<file path="config.mk">
export PLATFORM = sky130hd
export DESIGN_NAME = pipe_stage_reg
export DESIGN_NICKNAME = d
export VERILOG_FILES = /design/src/rtl/pipe_stage_reg.sv
export SDC_FILE = /design/constraint.sdc
export NUM_CORES = 1
export LEC_CHECK = 0
export CORE_ASPECT_RATIO = 1.25
export CORE_MARGIN = 2
export CORE_UTILIZATION = 33
export CTS_CLUSTER_DIAMETER = 80
export DETAILED_ROUTE_END_ITERATION = 10
export PLACE_DENSITY = 0.81
export SLEW_MARGIN = 40
export SYNTH_ARGS = -nofsm -noshare
export SYNTH_HDL_FRONTEND = slang
export SYNTH_SLANG_ARGS = --single-unit
</file>
<file path="constraint.sdc">
create_clock -name clk -period 1.71 [get_ports clk]
set_input_delay 0.4275 -clock clk [delete_from_list [all_inputs] [get_ports clk]]
set_output_delay 0.4275 -clock clk [all_outputs]
set_load 0.02 [all_outputs]
</file>
<file path="src/rtl/pipe_stage_reg.sv">
// Stall-aware pipeline stage register: moves one payload between two pipeline
// stages, inserts bubbles, and keeps stall/bubble statistics plus a protocol flag.
module pipe_stage_reg #(
  parameter int DATA_W         = 64,
  parameter int WE_N           = 3,
  parameter int STALL_W        = 6,
  parameter int STAGE          = 3,
  parameter int CNT_W          = 8,
  parameter bit ZERO_ON_BUBBLE = 1'b1
) (
  input  logic               clk,
  input  logic               rst,
  input  logic [STALL_W-1:0] stall,
  input  logic               flush,
  input  logic               cnt_clr,
  input  logic               valid_i,
  input  logic [DATA_W-1:0]  data_i,
  input  logic [WE_N-1:0]    we_i,
  output logic               valid_o,
  output logic [DATA_W-1:0]  data_o,
  output logic [WE_N-1:0]    we_o,
  output logic [CNT_W-1:0]   stall_age_o,
  output logic [CNT_W-1:0]   bubble_cnt_o,
  output logic               proto_err_o
);

  localparam logic [CNT_W-1:0] CNT_MAX = '1;

  typedef enum logic [1:0] {
    M_ADVANCE,
    M_HOLD,
    M_BUBBLE,
    M_FLUSH
  } mode_t;

  logic  s;
  logic  n;
  logic  stall_unused;
  mode_t mode;

  logic              valid_reg;
  logic [DATA_W-1:0] data_reg;
  logic [WE_N-1:0]   we_reg;
  logic [CNT_W-1:0]  age_reg;
  logic [CNT_W-1:0]  bcnt_reg;
  logic              perr_reg;

  assign s = stall[STAGE];
  assign n = stall[STAGE+1];
  // Only two bits of the stall vector matter to this stage.
  assign stall_unused = ^stall;

  always_comb begin
    mode = M_ADVANCE;
    if (flush)
      mode = M_FLUSH;
    else if (s && !n)
      mode = M_BUBBLE;
    else if (s && n)
      mode = M_HOLD;
  end

  always_ff @(posedge clk) begin
    if (rst) begin
      valid_reg <= 1'b0;
      data_reg  <= '0;
      we_reg    <= '0;
    end else begin
      case (mode)
        M_FLUSH, M_BUBBLE: begin
          valid_reg <= 1'b0;
          we_reg    <= '0;
          if (ZERO_ON_BUBBLE)
            data_reg <= '0;
        end
        M_HOLD: ;
        default: begin
          valid_reg <= valid_i;
          data_reg  <= data_i;
          // Enables of an empty slot must never reach the write-back stage.
          we_reg    <= we_i & {WE_N{valid_i}};
        end
      endcase
    end
  end

  always_ff @(posedge clk) begin
    if (rst) begin
      age_reg  <= '0;
      bcnt_reg <= '0;
      perr_reg <= 1'b0;
    end else begin
      if (mode == M_HOLD) begin
        if (age_reg != CNT_MAX)
          age_reg <= age_reg + 1'b1;
      end else begin
        age_reg <= '0;
      end

      if (cnt_clr)
        bcnt_reg <= '0;
      else if (mode == M_BUBBLE && bcnt_reg != CNT_MAX)
        bcnt_reg <= bcnt_reg + 1'b1;

      // A set in the same cycle as cnt_clr must not be lost.
      if (!s && n)
        perr_reg <= 1'b1;
      else if (cnt_clr)
        perr_reg <= 1'b0;
    end
  end

  assign valid_o      = valid_reg;
  assign data_o       = data_reg;
  assign we_o         = we_reg;
  assign stall_age_o  = age_reg;
  assign bubble_cnt_o = bcnt_reg;
  assign proto_err_o  = perr_reg;

endmodule
</file>
==> After elaboration in Yosys (flattened, before gate mapping) <==
Cells that the tools add are included.
{ "word_totals": {"inputBits": 78, "ram_bits": 0, "elab_cells": 33, "romBits": 0, "latchBits": 0, "mem_count": 0, "ff_bits": 85, "output_inout_bits": 85} }
{ "classes": {"n_eq_ne": 5, "magnitude_cmp": 0, "div": 0, "n_addsub": 2, "n_bitwise": 2, "shifts": 0, "mux": 8, "multipliers": 0, "n_reduce_logical": 10} }
{ "ops": {"columns": ["operator", "count"], "rows": [
  ["$pmux 64 s2", 1],
  ["$add 8x1->8 const B", 2],
  ["$ne 8x8->1 const B", 2],
  ["$pmux 3 s2", 1],
  ["$reduce_or 2->1", 3],
  ["$eq 2x2->1 const B", 2],
  ["$logic_and 1x1->1", 4],
  ["$mux 2", 2],
  ["$and 3x3->3", 1],
  ["$mux 1", 3],
  ["$eq 2x1->1 const B", 1],
  ["$logic_not 1->1", 2],
  ["$pmux 1 s2", 1],
  ["$reduce_bool 2->1", 1],
  ["$not 1->1", 1]
]} }

==> Longest topological paths before layout <==
{ "depth": {"word_depth": 7, "depth_mapped": 6} }

==> Least setup slack after synthesis <==
Ideal clock, no wire load.
{ "synth_path": {"path_kind": "input to register", "startpoint": "in flush", "endpoint": "reg bcnt_reg[3] (netlist: bubble_cnt_o[3])", "stages": 4, "setup_slack_ns": 0.096, "arrival_time_ns": 1.544, "setup_ns": 0.070, "path_cell_list": "or3b_4 -> or2_4 -> or3_1 -> a21oi_1"} }
{ "synth_between": {"elab_chain_len": 3} }
{ "synth_rtl": {"columns": ["element", "line", "rtl"], "rows": [
  ["start: declaration", "14", "input logic flush,"],
  ["$mux 2", "55", "if (flush)"],
  ["$eq 2x2->1", "102", "else if (mode == M_BUBBLE && bcnt_reg != CNT_MAX)"],
  ["$logic_and 1x1->1", "102", null],
  ["end signal: assignment", "103", "bcnt_reg <= bcnt_reg + 1'b1;"],
  ["end: declaration", "45", "logic [CNT_W-1:0] bcnt_reg;"]
]} }
Every way passes these cells.
A chain may end at the register's enable or synchronous reset.

==> Final worst setup path <==
{ "layout_path": {"startpoint": "reg bcnt_reg[5] (netlist: bubble_cnt_o[5])", "endpoint": "out bubble_cnt_o[5]"} }
{ "layout_lines": {"columns": ["element", "line", "rtl"], "rows": [
  ["end: declaration", "23", "output logic [CNT_W-1:0] bubble_cnt_o,"]
]} }
No word-level cell between the ends.

==> metrics <==
RSZ-0062 raised after global routing no; Mapped Cells 243; WL final 8100 um; crit end category primary output; crit path launch type flip-flop; drt via density 5.12; hold buffers post-CTS 0; clock slew at reported path FFs approximately 80 ps; port bufs 158; Worst Hold Class reg -> reg; Filler Cells Inserted roughly 700; Max FO, Critical Path 6; Yosys cell types 35; Crit Path Class reg -> out; sequential area share after synthesis just over 60%; ys async rst share 0%; largest net degree at the start of global routing 33; HPWL Detailed between 5000 and 6000 um; die area 0.00929 mm^2; fmax between 600 and 700 MHz; final hold violations 0; Post-synth EDFFs 0; root buf cell clkbuf_8; Yosys reg bits 85; max-slew violation count 0; TritonCTS clock tree built; Fin Hold WS between 400 and 500 ps; CP arrival 1210 ps; outcome finished clean; Routed wire per std cell 15.5 um; syn_nets 323; GPL Wtd Cong 0.846; met1 Track Usage GR 20.8%; Std-Cell Rows 37; Vias approximately 2.7k; postcts setup bufs 0; worst vdd ir 0.502 mV; gr usage total 17.0%; post-layout net count 500; period utilization 95.7%; GR Layer Usage met3 4.68%; Final setup viols 0; Clock Skews 2.69 ps; Slew @ Worst Pin approximately 460 ps; Critical Path RT 1280 ps; DRC 0; CTS max path bufs 2; IO Pins 163; Layout area overhead 70.7%; post-layout util 58.3%; antenna-violating nets left 0; core area 0.00824 mm^2; Synth Area per Inst 11.6 um^2; initial antenna violation count 0; Initial Utilization approximately a third; DP Area 0.00469 mm^2; TritonCTS Sinks 85; clock buffer count from CTS 9; maxcap violations 0; dominant synthesized flop cell dfxtp_1; first-pass GRT wire length roughly 13000 um; busiest grt layer met2; Critical-path top delay cell dfxtp_1; Iteration-0 DRC Markers 125; Post-Synthesis Cell Area 0.00282 mm^2; Crit path largest cell delay 480 ps; Crit path max-delay family flip-flops; die height 107 um; pwr/cell area a little over 800 mW/mm^2; Max transition margin between 60 and 70%; Yosys Warn Count 0; P_leak 2.24 nW; H-tree depth 3; design area 0.00481 mm^2; total grt overflow 0; share of layout cells above drive strength 1 11.8%; Die W 86.6 um; drt first pass iters 6; crit path cell chain dlygate4sd2_1; Period minus WS final between 1500 and 2000 ps; Ant. Diodes 0; vias in the first global route between 2k and 3k; Buf/Inv on CP 1; Design Power 3.93 mW; met2 Use GR 27.9%; clock latency on the worst-skew pair between 300 and 400 ps
## layout make-up
type	instances	area, um^2	share of cell area (%)
sequential	85	1700	35.4
timing repair buffer	183	1690	35.1
multi-input combinational	140	1080	22.6
clock buffer	10	138	2.86
tap	97	121	2.52
clock inverter	6	70.1	1.46
inverter	1	3.75	0.0781
## placed cells by master, fill, tap and decap left out, drive strengths merged, types with 3 or more instances in the layout
cell and n:
a31oi 6, clkdlybuf4s50 70, dlygate4sd2 87, clkbuf 10
buf 25, nor2 8, a22o 65, a21oi 5
o21ai 7, nor3 5, dfxtp 85, and3 3
or2 3, nand2 6, a211oi 3, clkinvlp 3
nand3 5, a32o 3
## Yosys cell counts (2+ instances only)
| master | number | area share, % |
|---|---|---|
| dfxtp_1 | 85 | 60 |
| a22o_1 | 65 | 20 |
| clkbuf_1 | 13 | 1.7 |
| nor2_1 | 8 | 1.1 |
| o21ai_0 | 7 | 1.2 |
| a31oi_1 | 6 | 1.3 |
| nand2_1 | 6 | 0.80 |
| a21oi_1 | 5 | 0.89 |
| nand3_1 | 5 | 0.89 |
| nor3_1 | 5 | 0.89 |
| a211oi_1 | 3 | 0.80 |
| a32o_1 | 3 | 1.1 |
| and3_1 | 3 | 0.67 |
| buf_1 | 2 | 0.27 |
| buf_2 | 2 | 0.36 |
| ha_1 | 2 | 0.89 |
| nand2b_1 | 2 | 0.44 |
| nand4_1 | 2 | 0.44 |
| or2_2 | 2 | 0.44 |
| xnor2_1 | 2 | 0.62 |
## cell families after synthesis
logic type	count (synthesis)	share of synthesized area, %
simple gates	41	8.13
mux	1	0.355
buf+inv	18	2.49
fa+ha+maj	2	0.888
compound gates	93	26.8
flops	85	60.4
xor+xnor	3	0.933
## metal layers
layer | vias to the layer above | part of all wire [%]
li1 | 1288 | -
met1 | 1247 | 42
met2 | 128 | 49
met3 | 11 | 8.3
met4 | 0 | 1.3
met5 | - | 0
## path summary, 6_finish.rpt
kind	from	to	slack, ps	cells past startpoint
setup / recovery	bubble_cnt_o[5]$_SDFFE_PP0P_	bubble_cnt_o[5]	70	1
hold / removal	proto_err_o$_SDFFE_PP0P_	proto_err_o$_SDFFE_PP0P_	470	2
setup reg to reg	bubble_cnt_o[3]$_SDFFE_PP0P_	bubble_cnt_o[0]$_SDFFE_PP0P_	180	5
hold reg to reg	proto_err_o$_SDFFE_PP0P_	proto_err_o$_SDFFE_PP0P_	470	2
## flip-flops by register name, summed over array words and instances (netlist names)
name and count:
data_o 64, bubble_cnt_o 8, stall_age_o 8, we_o 3, proto_err_o 1, valid_o 1
## metrics by stage
stage	TNS (ps)	instances	worst slack (ps)
final	0	522	73.2
after global routing	0	522	21.0
after CTS	0	522	11.5
after detailed placement	-20150	506	-412
after global placement	-16500	506	-376
after floorplan	0	243	96.1
## power by group
part | total, mW | internal [mW] | switching (mW)
Sequential | 2.05 | 2.03 | 0.0249
Clock | 1.45 | 0.722 | 0.727
Combinational | 0.431 | 0.259 | 0.172
Total | 3.93 | 3.01 | 0.924
## timing repair
action	4_1_cts	5_1_grt
setup endpoints to repair	87	3
gates resized for setup	90	3
pin swaps	2	0
cloned	0	0
hold endpoints to repair	0	0
(Power assumes the default switching activity.)
